--- src/rtl/alu_cmd_ctrl.sv ---
// Command sequencer between the UART byte path and the 16-bit clocked ALU.
// Assembles CC/DD commands, pulses the ALU, and returns the result low byte first.
module alu_cmd_ctrl #(
  parameter int                    DATA_WIDTH = 8,
  parameter int                    ALU_WIDTH  = 2 * DATA_WIDTH,
  parameter logic [DATA_WIDTH-1:0] CMD_OPER   = 8'hCC,
  parameter logic [DATA_WIDTH-1:0] CMD_NOOPER = 8'hDD
) (
  input  logic                  CLK,
  input  logic                  RST,
  input  logic [DATA_WIDTH-1:0] RX_P_DATA,
  input  logic                  RX_D_VLD,
  input  logic [ALU_WIDTH-1:0]  ALU_OUT,
  output logic [ALU_WIDTH-1:0]  A,
  output logic [ALU_WIDTH-1:0]  B,
  output logic [3:0]            ALU_FUN,
  output logic                  ALU_EN,
  output logic                  CLK_GATE_EN,
  output logic [DATA_WIDTH-1:0] TX_P_DATA,
  output logic                  TX_D_VLD,
  input  logic                  TX_BUSY,
  output logic                  CMD_BUSY
);

  typedef enum logic [3:0] {
    IDLE, GET_A, GET_B, GET_FUN, ALU_ISSUE, ALU_WAIT,
    TX_LO, TX_ACK_LO, TX_HI, TX_ACK_HI
  } state_t;

  state_t                 state, state_next;
  logic [ALU_WIDTH-1:0]   result, result_next;
  logic [ALU_WIDTH-1:0]   a_next, b_next;
  logic [3:0]             fun_next;
  logic [DATA_WIDTH-1:0]  tx_data_next;
  logic                   tx_vld_next;
  logic                   alu_en_next;
  logic                   gate_next;
  logic                   busy_next;
  logic [ALU_WIDTH-1:0]   rx_ext;

  assign rx_ext = {{(ALU_WIDTH-DATA_WIDTH){1'b0}}, RX_P_DATA};

  always_ff @(posedge CLK or negedge RST) begin
    if (!RST) begin
      state <= IDLE;
    end else begin
      state <= state_next;
    end
  end

  always_comb begin
    state_next   = state;
    a_next       = A;
    b_next       = B;
    fun_next     = ALU_FUN;
    result_next  = result;
    tx_data_next = TX_P_DATA;
    tx_vld_next  = 1'b0;
    case (state)
      IDLE: begin
        if (RX_D_VLD) begin
          if (RX_P_DATA == CMD_OPER)        state_next = GET_A;
          else if (RX_P_DATA == CMD_NOOPER) state_next = GET_FUN;
        end
      end
      GET_A: begin
        if (RX_D_VLD) begin
          a_next     = rx_ext;
          state_next = GET_B;
        end
      end
      GET_B: begin
        if (RX_D_VLD) begin
          b_next     = rx_ext;
          state_next = GET_FUN;
        end
      end
      GET_FUN: begin
        if (RX_D_VLD) begin
          fun_next   = RX_P_DATA[3:0];
          state_next = ALU_ISSUE;
        end
      end
      ALU_ISSUE: state_next = ALU_WAIT;
      ALU_WAIT: begin
        // ALU_OUT was registered by the ALU on the edge that ended ALU_ISSUE
        result_next = ALU_OUT;
        state_next  = TX_LO;
      end
      TX_LO: begin
        if (!TX_BUSY) begin
          tx_vld_next  = 1'b1;
          tx_data_next = result[DATA_WIDTH-1:0];
          state_next   = TX_ACK_LO;
        end
      end
      TX_ACK_LO: if (TX_BUSY) state_next = TX_HI;
      TX_HI: begin
        if (!TX_BUSY) begin
          tx_vld_next  = 1'b1;
          tx_data_next = result[ALU_WIDTH-1:DATA_WIDTH];
          state_next   = TX_ACK_HI;
        end
      end
      TX_ACK_HI: if (TX_BUSY) state_next = IDLE;
      default: state_next = IDLE;
    endcase
    // Control outputs are registered, so they are decoded from the next state
    alu_en_next = (state_next == ALU_ISSUE);
    gate_next   = (state_next == ALU_ISSUE) || (state_next == ALU_WAIT);
    busy_next   = (state_next != IDLE);
  end

  always_ff @(posedge CLK or negedge RST) begin
    if (!RST) begin
      A           <= '0;
      B           <= '0;
      ALU_FUN     <= '0;
      result      <= '0;
      ALU_EN      <= 1'b0;
      CLK_GATE_EN <= 1'b0;
      TX_P_DATA   <= '0;
      TX_D_VLD    <= 1'b0;
      CMD_BUSY    <= 1'b0;
    end else begin
      A           <= a_next;
      B           <= b_next;
      ALU_FUN     <= fun_next;
      result      <= result_next;
      ALU_EN      <= alu_en_next;
      CLK_GATE_EN <= gate_next;
      TX_P_DATA   <= tx_data_next;
      TX_D_VLD    <= tx_vld_next;
      CMD_BUSY    <= busy_next;
    end
  end

endmodule

--- config.mk ---
export PLATFORM = sky130hd
export DESIGN_NAME = alu_cmd_ctrl
export DESIGN_NICKNAME = d
export VERILOG_FILES = /design/src/rtl/alu_cmd_ctrl.sv
export SDC_FILE = /design/constraint.sdc
export NUM_CORES = 1
export LEC_CHECK = 0
export CAP_MARGIN = 0
export CORE_ASPECT_RATIO = 0.8
export CORE_MARGIN = 10
export CORE_UTILIZATION = 25
export DETAILED_ROUTE_END_ITERATION = 16
export MAX_ROUTING_LAYER = met4
export PLACE_DENSITY_LB_ADDON = 0.08
export SYNTH_ARGS = -nofsm -noshare
export SYNTH_HDL_FRONTEND = slang
export SYNTH_SLANG_ARGS = --single-unit
export TNS_END_PERCENT = 100
--- constraint.sdc ---
create_clock -name CLK -period 1.8 [get_ports CLK]
set_clock_uncertainty 0.05 [all_clocks]
set_input_delay 0.45 -clock CLK [delete_from_list [all_inputs] [get_ports CLK]]
set_output_delay 0.45 -clock CLK [all_outputs]
set_load 0.005 [all_outputs]
==> flow_results.org, run 1 <==
** STA
- Final hold analysis gives a worst-case slack of 0.0846 ns.
- After routing, the total negative slack on setup checks comes to 0 ns.
- Min setup slack post-route :: ~0.10 ns
- Final setup vio count :: 0
- Final Slew Violations :: 0
- Final-report hold violation count :: 0
- For this run, the top clock speed supported by timing is about 590 MHz.
- Final period demand of the worst path :: between 1.5 and 2 ns
- Crit share post-route :: 0.944
- Setup repair after global routing left no endpoint under its margin.

** Power
- VDD sags by at most 0.000559 V.
- Pwr per Cell Area :: ~1500 nW/um^2
- Total Power Consumption :: roughly 5 mW
- Leakage dissipation :: between 1 and 1.5 nW

** Worst setup path
- Data required time of the worst path :: 1.92 ns
- Max FO, Critical Path :: 5
- Setup CP Type :: primary input to flop
- The worst setup path is captured at a flop.
- Kind of launch point of the worst setup path :: primary input
- Critical Path AT :: about 1.8 ns

** Status
- Run status :: finished clean

** Clock network
- Maximum clock path buffer count :: 2
- Counting the buffers created by CTS gives 5.
- Clock-pin slew was measured on the worst setup and hold paths at roughly 0.070 ns.
- Clock tree synthesis selected as its root buffer the cell sky130_fd_sc_hd__clkbuf_16.
- Clock latency on the worst-skew pair :: 0.28 ns
- TritonCTS built the clock tree.
- Number of buffers inserted to repair setup after CTS :: 0
- TritonCTS sink count :: 52
- Number of H-tree branching levels :: 2

** Synth
- The commonest cells after synthesis are 52 x sky130_fd_sc_hd__dfrtp_1, 26 x sky130_fd_sc_hd__mux2_2, 17 x sky130_fd_sc_hd__buf_4.
- Of the post-synthesis cell area, the dominant cell type holds 0.559.
- Number of synthesized flops with an enable pin :: 0
- In the synthesized netlist the async set-or-reset flop fraction comes to 1.00.
- The cell area that synthesis handed to floorplanning was 2330 um^2.
- Biggest area contributors in the synthesized netlist :: sky130_fd_sc_hd__dfrtp_1 56%, sky130_fd_sc_hd__mux2_2 13%, sky130_fd_sc_hd__buf_4 5.5%, sky130_fd_sc_hd__mux2_1 4.8%, sky130_fd_sc_hd__mux2i_1 3.4%
- After technology mapping, the gate count stands at approximately 180.
- Portion of the post-synthesis area used by sequential elements :: 0.559
- During synthesis, Yosys emitted a total of 0 warnings.
- Leading area contributor after synthesis :: sky130_fd_sc_hd__dfrtp_1
- Synth unique cells :: 39
- Average footprint of a synthesized cell :: 12.9 um^2
- The most used flip-flop cell after synthesis is sky130_fd_sc_hd__dfrtp_1.
- Cell with the most instances after synthesis :: sky130_fd_sc_hd__dfrtp_1
- Register bit total from synthesis :: between 50 and 60

** Finish
- After the last flow step, the layout net total stands at around 290.
- Compared with the post-synthesis result, the final layout area differs by 41.0%.
- Antenna diodes :: 0
- Fraction of layout instances using a drive strength above 1 :: 0.237

** Route
- Post-detailed-route count of antenna-violating nets :: 0
- Across all layers, the routed design uses 1570 vias.
- Average vias per placed instance :: 4.22
- Dividing the detail-routed wire length by the instance count gives 15.4 um.
- Number of remaining DRC errors :: 0
- After the first detailed-routing iteration, the DRC count stood at 61.
- For this block, the routed nets add up to between 5000 and 6000 um of wire.
- The pre-antenna-repair detailed-routing pass consisted of 5 iterations.

** Placement
- The HPWL after detailed placement is about 4300 um.
- Quantity of I/O buffers inserted on ports :: 59
- Prior to clock tree synthesis, the placed netlist has a worst setup slack of -0.290 ns.
- Routability-driven placement finished with a final weighted congestion of between 0.7 and 0.8.

** Flow run
- Across the run, the number of max-cap violations was 0.

** GRT
- Wire length of the first global-routing pass :: ~9300 um
- Global route overflow :: 0
- Number of antenna violations at the first check in global routing :: 0
- The number of global-route vias before repair came to 1700.
- Total routing resource utilization after global routing :: 0.0871
- Entering global routing, the biggest net connects 53 pins.

** Worst hold path
- Min-Delay Path Class :: primary input to async pin

** Die
- The floorplan step defined a die boundary enclosing ~14000 um^2.
- Number of rows created at floorplan :: 31
- I/O pin cnt :: 76
- The core region is approximately 9100 um^2.
- The floorplan step set the die height to approximately 110 um.
- Initial standard-cell utilization of the core :: 0.256
- X dimension of the die :: ~130 um
## metrics by stage
step                      area (um^2)  instances  utilization
after CTS                        3270        372        0.360
after global routing             3280        372        0.361
final                            3280        372        0.361
after global placement           3130        365        0.345
after detailed placement         3130        365        0.345
after floorplan                  2380        196            -
## per-layer routing
layer / wire [um] / global-route usage / vias to the layer above
li1: - / - / 755
met1: 2840 / 0.119 / 771
met2: 2570 / 0.120 / 42
met3: 296 / 0.0253 / 2
met4: 34 / 0.0265 / 0
met5: 0 / - / -
## layout make-up
class	instances	area [um^2]
fillers	942	5800
flip-flops and latches	52	1300
multi-input cells	118	925
repair buffers	79	773
well taps	115	144
clock buffers	6	129
clock inverters	1	5.00
inverters	1	3.75
## layout by cell type (no fill, tap or decap), types with 2 or more instances in the layout
cell type and instances:
sky130_fd_sc_hd__buf_12 3, sky130_fd_sc_hd__dfrtp_1 52, sky130_fd_sc_hd__mux2i_1 8, sky130_fd_sc_hd__conb_1 16
sky130_fd_sc_hd__nand4_1 2, sky130_fd_sc_hd__clkdlybuf4s50_1 58, sky130_fd_sc_hd__nor2_1 2, sky130_fd_sc_hd__nand3b_1 4
sky130_fd_sc_hd__mux2_2 26, sky130_fd_sc_hd__nor4b_2 2, sky130_fd_sc_hd__buf_4 17, sky130_fd_sc_hd__nand3_1 4
sky130_fd_sc_hd__clkbuf_16 5, sky130_fd_sc_hd__nor2b_1 4, sky130_fd_sc_hd__mux2_1 10, sky130_fd_sc_hd__o21ai_1 8
sky130_fd_sc_hd__nand2_1 12
## flip-flops by register name (all words and copies together), names as in the netlist
| register | flops |
|---|---|
| state | 4 |
| ALU_EN | 1 |
| A | 8 |
| CLK_GATE_EN | 1 |
| TX_P_DATA | 8 |
| B | 8 |
| ALU_FUN | 4 |
| result | 16 |
| CMD_BUSY | 1 |
| TX_D_VLD | 1 |
## final timing paths
kind | slack [ns] | to | start | cells past startpoint
max | 0.10 | ALU_FUN[1] | RX_D_VLD | 4
min | 0.08 | A[7] | RST | 2
max reg2reg | 0.11 | TX_P_DATA[1] | state[1] | 5
min reg2reg | 0.44 | TX_P_DATA[6] | TX_P_DATA[6] | 2
max in group asynchronous | 1.36 | state[2] | RST | 2
min in group CLK | 0.44 | TX_P_DATA[6] | TX_P_DATA[6] | 2
## critical path, cell delays in order
cell	delay [ns]
sky130_fd_sc_hd__clkdlybuf4s50_1	0.49
sky130_fd_sc_hd__nor3b_4	0.25
sky130_fd_sc_hd__and3_2	0.29
sky130_fd_sc_hd__mux2_2	0.35
## kinds of logic (layout without fill, tap and decap cells)
| family | count (synthesis) | count (layout) | share of synthesized area |
|---|---|---|---|
| DFF | 52 | 52 | 0.559 |
| muxes | 44 | 44 | 0.209 |
| and+or+nand+nor | 36 | 36 | 0.0893 |
| buffers and inverters | 26 | 87 | 0.0758 |
| AOI/OAI and AO/OA | 21 | 21 | 0.0613 |
| other | 1 | 16 | 0.00161 |
| xor gates and xnor gates | 1 | 1 | 0.00377 |
## power by group
part / internal, mW / total (mW) / switching, mW
registers: 1.73 / 2.05 / 0.321
clock network: 0.507 / 0.910 / 0.404
logic: 1.29 / 2.02 / 0.726
## timing repair
action                                  4_1_cts  5_1_grt
resized for setup                             0        3
endpoints found under the setup margin        0       11
hold buffers                                  0        0
No activity file was read; power rests on OpenSTA's default activity.
==> run 2, diff against run 1 <==
--- a/config.mk
+++ b/config.mk
@@ -8,7 +8,7 @@
 export CAP_MARGIN = 0
 export CORE_ASPECT_RATIO = 0.8
 export CORE_MARGIN = 10
-export CORE_UTILIZATION = 25
+export CORE_UTILIZATION = 35
 export DETAILED_ROUTE_END_ITERATION = 16
 export MAX_ROUTING_LAYER = met4
 export PLACE_DENSITY_LB_ADDON = 0.08
==> run 2 against run 1 <==
Effect of this change: design area shrank 3.2%; combinational power about the same; register-to-register slack about the same; count of clock-buffer cells in the layout is the same; die area decreased by 24%; cell count decreased by 8.6%; hold slack worse by 0.020 ns; critical path depth is 2 higher; largest power group is now combinational cells; sequential power down 2%; via count rose by 1.1%; utilization is 13 points higher; non-clock buffer count decreased by 2; critical path type unchanged.
==> flow_results.org, run 2 (same netlist as run 1, synthesis figures left out) <==
** GRT
- Vias in the first global route :: 1660 (was 1700)
- Number of antenna violations at the first check in global routing :: 0 (unchanged)
- The global route total overflow was 0 (unchanged).
- Total routing resource utilization after global routing :: 0.103 (was 0.0871)
- The global-route wire length before repair came to 8510 um (was 9300 um).
- Maximum number of pins on one net before global-route repair :: 53 (unchanged)

** Worst setup path
- The largest stage delay on the critical path was 0.47 ns (was 0.49 ns).
- The start-to-end type of the worst setup path is primary input to flop (unchanged).
- The required time at the worst-slack endpoint was 1.94 ns (was 1.92 ns).
- Critical Path AT :: 1.83 ns (was 1.82 ns)
- Kind of launch point of the worst setup path :: primary input (unchanged)
- The cell at the slowest stage of the critical path is sky130_fd_sc_hd__clkdlybuf4s50_1 (unchanged).
- Crit-path most repeated cell :: sky130_fd_sc_hd__buf_4
- Max FO, Critical Path :: 8 (was 5)
- CP endpoint kind :: flop (unchanged)
- Cells along the critical path :: clkdlybuf4s50_1 > nor3b_2 > buf_4 > nand2_1 > buf_4 > mux2_2 (was clkdlybuf4s50_1 > nor3b_4 > and3_2 > mux2_2)

** Route
- Number of remaining DRC errors :: 0 (unchanged)
- The post-detailed-route count of antenna-violating nets came to 0 (unchanged).
- The via count of the routed design was 1588 (was 1570).
- Initial detailed-routing violation count :: 24 (was 61)
- The average wire per standard cell is 15.1 um (was 15.4 um).
- Wire length reported by the detailed router :: 5140 um (was 5740 um)
- Average vias per placed instance :: 4.67 (was 4.22)
- The total iterations of the first detailed-routing run was 4 (was 5).

** Clock network
- The CTS tree was built (unchanged).
- The TritonCTS buffer count was 5 (unchanged).
- Number of hold-repair buffers added at the cts stage :: 0 (unchanged)
- The CTS sink count is 52 (unchanged).
- Clock edge transition at the registers on the reported setup and hold paths :: 0.09 ns (was 0.07 ns)
- Clock latency on the worst-skew pair :: 0.30 ns (was 0.28 ns)
- Maximum clock path buffer count :: 2 (unchanged)
- The root buffer cell was sky130_fd_sc_hd__clkbuf_8 (was sky130_fd_sc_hd__clkbuf_16).
- The H-tree depth is 2 (unchanged).

** Finish
- Fraction of layout instances using a drive strength above 1 :: 0.234 (was 0.237)
- Count of fill cells added during filler insertion :: 592 (was 942)
- Area delta synth->final :: 36.6% (was 41.0%)
- Antenna diodes :: 0 (unchanged)
- The largest register by flop count is result (unchanged).
- The net total in the final layout was 283 (was 285).
- Most used cells in the layout excluding fill and tap cells :: 58 x sky130_fd_sc_hd__clkdlybuf4s50_1, 52 x sky130_fd_sc_hd__dfrtp_1, 26 x sky130_fd_sc_hd__mux2_2, 16 x sky130_fd_sc_hd__conb_1, 16 x sky130_fd_sc_hd__buf_4 (was 58 x sky130_fd_sc_hd__clkdlybuf4s50_1, 52 x sky130_fd_sc_hd__dfrtp_1, 26 x sky130_fd_sc_hd__mux2_2, 17 x sky130_fd_sc_hd__buf_4, 16 x sky130_fd_sc_hd__conb_1)
- The post-route core utilization came to 0.496 (was 0.361).
- The number of flip-flops in the largest register was 16 (unchanged).
- Most common library cell in the layout ignoring fill and taps :: sky130_fd_sc_hd__clkdlybuf4s50_1 (unchanged)

** Die
- I/O pin cnt :: 76 (unchanged)
- Number of rows created at floorplan :: 26 (was 31)
- Overall die area :: 10300 um^2 (was 13600 um^2)
- The vertical die dimension was 92.9 um (was 106 um).
- The effective utilization at floorplan is 0.363 (was 0.256).
- X dimension of the die :: 111 um (was 128 um)
- Placeable core region :: 6410 um^2 (was 9080 um^2)

** STA
- Final setup vio count :: 0 (unchanged)
- Unrepaired setup endpoints after global routing :: false (unchanged)
- The number of max-slew violations in the final report was 0 (unchanged).
- The final hold violation count was 0 (unchanged).
- FMAX :: 591 MHz (was 589 MHz)
- The final hold slack was 0.0647 ns (was 0.0846 ns).
- Final period demand of the worst path :: 1.69 ns (was 1.70 ns)
- Crit share post-route :: 0.939 (was 0.944)

** Placement
- The number of I/O port buffers was 59 (unchanged).
- The placer's final routability congestion estimate is 0.812 (was 0.712).
- The sum of net half-perimeters after detailed placement was 3900 um (was 4350 um).

** Power
- The worst-case vdd ir drop came to 0.000739 V (was 0.000559 V).
- Leakage dissipation :: 1.35 nW (was 1.38 nW)
- The power per cell area is 1510 nW/um^2 (was 1520 nW/um^2).

** Status
- Run status: finished clean (unchanged).

** Flow run
- The number of maximum-capacitance constraint violations came to 0 (unchanged).

** Worst hold path
- The class of the tightest hold or removal check was primary input to async pin (unchanged).
## run 2: cell types whose count changed in the layout (fill, tap and decap cells not counted), sizes merged
cell / previous run / this run
bufinv: 0 / 1
buf: 21 / 19
## run 2: repair_timing
action                                  4_1_cts  5_1_grt
setup buffers                                 0        0
gates resized for setup                       0        2
endpoints found under the setup margin        0       12
## run 2: worst paths after layout
check                                start      endpoint  slack [ns]  depth (start not counted)
worst max-delay path              RX_D_VLD          A[6]        0.11                          6
worst min-delay path                   RST          A[7]        0.06                          2
worst max register to register    state[2]  TX_P_DATA[3]        0.12                          4
worst min register to register  result[10]    result[10]        0.44                          1
max in group asynchronous              RST  TX_P_DATA[5]        1.38                          2
min in group CLK                result[10]    result[10]        0.44                          1
## run 2: critical path, delay by kind of cell
family / cells / cell delay [ns]
buffers and inverters: 3 / 0.81
and+or+nand+nor: 2 / 0.31
muxes: 1 / 0.27
## run 2: power breakdown
group | leakage (nW) | internal (mW) | switching, mW
Combinational | 0.658 | 1.29 | 0.732
Sequential | 0.639 | 1.73 | 0.277
Clock | 0.0552 | 0.413 | 0.375
## run 2: per-layer routing
layer / global-route usage / wire (um) / vias up
met5: - / 0 / -
met4: 0.0321 / 45 / 0
met3: 0.0361 / 311 / 5
met2: 0.156 / 2410 / 42
met1: 0.127 / 2370 / 788
li1: - / - / 753
## run 2: layout make-up
cell class,instances,area [um^2],area share
repair buffers,77,746,0.235
multi-input cells,118,913,0.288
flip-flops and latches,52,1300,0.410
inverters,1,3.75,0.00118
clock buffers,6,72.6,0.0228
clock inverters,2,35.0,0.0110
well taps,84,105,0.0331
## run 2: metrics by stage
| stage | cells | power (mW) | TNS [ns] | cell area, um^2 | worst slack [ns] |
|---|---|---|---|---|---|
| final | 340 | 4.81 | 0 | 3180 | 0.109 |
| after global routing | 340 | 5.16 | 0 | 3180 | 0.0187 |
| after CTS | 340 | 4.89 | 0 | 3170 | 0.00900 |
| after detailed placement | 332 | 4.09 | -4.83 | 3070 | -0.261 |
| after global placement | 332 | 4.08 | -4.48 | 3070 | -0.239 |
| after floorplan | 196 | 2.98 | 0 | 2380 | 0.211 |
==> run 3, diff against run 2 <==
--- a/config.mk
+++ b/config.mk
@@ -8,7 +8,7 @@
 export CAP_MARGIN = 0
 export CORE_ASPECT_RATIO = 0.8
 export CORE_MARGIN = 10
-export CORE_UTILIZATION = 35
+export CORE_UTILIZATION = 46
 export DETAILED_ROUTE_END_ITERATION = 16
 export MAX_ROUTING_LAYER = met4
 export PLACE_DENSITY_LB_ADDON = 0.08
==> run 3 against run 2 <==
Effect of this change: via count grew 1.3%; setup slack got worse by 0.042 ns; routed wire length is 5.7% higher; flip-flop and latch count is the same; largest power group is now sequential cells; critical path depth is 1 lower; fmax down 2.4%.
==> flow_results.org, run 3 (same netlist as run 1, synthesis figures left out) <==
** Route
- Post-detailed-route count of antenna-violating nets :: 0 (unchanged)
- Average vias per placed instance :: 5.06 (was 4.67)
- The detailed-route wire length was 5430 um (was 5140 um).
- Average wire per cell in the routed design :: 17.1 um (was 15.1 um)
- Number of remaining DRC errors :: 0 (unchanged)
- DR pass1 iterations :: 4 (unchanged)
- Routed vias :: 1608 (was 1588)
- Initial detailed-routing violation count :: 49 (was 24)

** Placement
- The number of I/O port buffers came to 59 (unchanged).
- Estimated wirelength of the detail-placed design :: 4300 um (was 3900 um)
- The placement-stage cell area came to 3030 um^2 (was 3070 um^2).
- The placer's final routability congestion estimate came to 0.878 (was 0.812).
- The number of cells after detailed placement is 309 (was 332).

** Clock network
- The setup fix buffers added after clock tree synthesis is 0 (unchanged).
- CTS tree :: built (unchanged)
- Maximum clock path buffer count :: 2 (unchanged)
- The H-tree depth came to 2 (unchanged).
- Cts bufs inserted :: 5 (unchanged)
- TritonCTS sink count :: 52 (unchanged)
- Clock latency on the worst-skew pair :: 0.30 ns (about the same)
- Clock edge transition at the registers on the reported setup and hold paths :: 0.09 ns (about the same)
- The root buffer cell is sky130_fd_sc_hd__clkbuf_8 (unchanged).

** Worst hold path
- Counting instances, the worst hold path has a depth of 2.
- The class of the tightest hold or removal check was flop to flop (was primary input to async pin).

** Finish
- Most used cells in the layout excluding fill and tap cells: 58 x sky130_fd_sc_hd__clkdlybuf4s50_1, 52 x sky130_fd_sc_hd__dfrtp_1, 26 x sky130_fd_sc_hd__mux2_2, 16 x sky130_fd_sc_hd__conb_1, 15 x sky130_fd_sc_hd__buf_4 (was 58 x sky130_fd_sc_hd__clkdlybuf4s50_1, 52 x sky130_fd_sc_hd__dfrtp_1, 26 x sky130_fd_sc_hd__mux2_2, 16 x sky130_fd_sc_hd__conb_1, 16 x sky130_fd_sc_hd__buf_4).
- Area delta synth->final :: 35.7% (was 36.6%)
- Most common library cell in the layout ignoring fill and taps :: sky130_fd_sc_hd__clkdlybuf4s50_1 (unchanged)
- The number of flip-flops in the largest register was 16 (unchanged).
- Final standard cell area without fillers :: 3160 um^2 (was 3180 um^2)
- The area of the multi-input gates was 913 um^2 (unchanged).
- Count of fill cells added during filler insertion :: 401 (was 592)
- The number of antenna diodes is 0 (unchanged).
- The share of post-route cells with drive strength above 1 came to 0.230 (was 0.234).
- Post-route non-filler standard cell count :: 318 (was 340)
- The largest register by flop count is result (unchanged).
- The area occupied by registers came to 1300 um^2 (unchanged).
- Post-layout util :: 0.638 (was 0.496)
- Number of nets in the finished design :: 283 (unchanged)

** Worst setup path
- Depth of the most critical reg-to-reg path :: 5 (was 4)
- Max FO, Critical Path :: 11 (was 8)
- CP endpoint kind :: flop (unchanged)
- The worst path arrival time came to 1.87 ns (was 1.83 ns).
- The required time at the worst-slack endpoint was 1.94 ns (about the same).
- The startpoint type of the worst setup path is a flop (was primary input).
- Setup CP Type :: flop to flop (was primary input to flop)

** Power
- Pwr per Cell Area :: 1550 nW/um^2 (was 1510 nW/um^2)
- The leakage dissipation was 1.35 nW (about the same).
- Largest vdd supply drop :: 0.000704 V (was 0.000739 V)

** STA
- Worst hold slack :: 0.438 ns (was 0.0647 ns)
- Post-route setup TNS :: 0 ns (unchanged)
- The number of endpoints failing setup at the final stage came to 0 (unchanged).
- Final-report hold violation count :: 0 (unchanged)
- Final period demand of the worst path :: 1.73 ns (was 1.69 ns)
- The share of the cycle needed by the critical path after routing was 0.963 (was 0.939).
- FMAX :: 577 MHz (was 591 MHz)
- Final Slew Violations :: 0 (unchanged)
- Unrepaired setup endpoints after global routing: false (unchanged).

** Status
- Run status :: finished clean (unchanged)

** Die
- Number of rows created at floorplan :: 23 (was 26)
- The effective utilization at floorplan was 0.470 (was 0.363).
- The vertical die dimension was 83.6 um (was 92.9 um).
- X dimension of the die :: 99.5 um (was 111 um)
- Placeable core region :: 4950 um^2 (was 6410 um^2)
- I/O pin cnt :: 76 (unchanged)
- Overall die area :: 8320 um^2 (was 10300 um^2)

** GRT
- Number of antenna violations at the first check in global routing :: 0 (unchanged)
- The largest net degree at the start of global routing is 21 (was 53).
- Global route overflow :: 0 (unchanged)
- Vias in the first global route :: 1721 (was 1660)
- The overall global routing resource usage came to 0.139 (was 0.103).
- Wire length of the first global-routing pass :: 9040 um (was 8510 um)

** Flow run
- Number of maximum-capacitance constraint violations :: 0 (unchanged)
==> run 3: changes by cell type in the layout (fill, tap and decap cells not counted), sizes merged <==
| cell | previous run | this run |
|---|---|---|
| buf | 19 | 18 |
| clkinv | 1 | 0 |
| dlygate4sd3 | 0 | 1 |
| inv | 1 | 2 |
==> run 3: power breakdown <==
part           internal, mW  switching (mW)  leakage [nW]
sequential             1.73           0.321         0.639
combinational          1.28           0.752         0.657
clock                 0.420           0.390        0.0558
total                  3.43            1.46          1.35
==> run 3: worst max-delay path: stages, from the launching register on <==
cell,delay (ns)
sky130_fd_sc_hd__dfrtp_1,0.47
sky130_fd_sc_hd__buf_4,0.21
sky130_fd_sc_hd__nor4b_1,0.35
sky130_fd_sc_hd__nand4_1,0.22
sky130_fd_sc_hd__o21ai_1,0.24
sky130_fd_sc_hd__nor3_1,0.08
==> run 3: cell type report <==
class | count | area share
Clock inverter | 2 | 0.0123
Tap cell | 62 | 0.0246
Clock buffer | 6 | 0.0230
Sequential cell | 52 | 0.412
Timing Repair Buffer | 77 | 0.237
Inverter | 1 | 0.00119
Multi-Input combinational cell | 118 | 0.289
==> run 3: stage by stage <==
stage	worst slack, ns	total power, mW
2_1_floorplan	0.211	2.98
3_3_place_gp	-0.209	4.01
3_5_place_dp	-0.269	4.13
4_1_cts	0.0139	4.96
5_1_grt	0.0150	5.23
6_report	0.0666	4.89
==> run 3: timing repair <==
action | in CTS | in global routing
setup endpoints to repair | 0 | 12
gates resized for setup | 0 | 2
endpoints found under the hold margin | 11 | 0
hold buffers | 1 | 0
==> run 3: final timing paths <==
path	end	slack [ns]	startpoint
setup / recovery	CLK_GATE_EN	0.07	state[1]
hold / removal	TX_P_DATA[6]	0.44	TX_P_DATA[6]
setup reg to reg	CLK_GATE_EN	0.07	state[1]
hold reg to reg	TX_P_DATA[6]	0.44	TX_P_DATA[6]
max in group asynchronous	result[14]	0.70	RST
min in group asynchronous	result[11]	0.52	RST
==> run 3: routing by layer <==
metal	global-route usage	part of all wire	up-vias	wire length, um
met4	0.0377	0.010	0	57
met2	0.214	0.48	61	2630
met3	0.0579	0.084	7	454
li1	-	-	750	-
met5	-	0	-	0
met1	0.162	0.42	790	2290
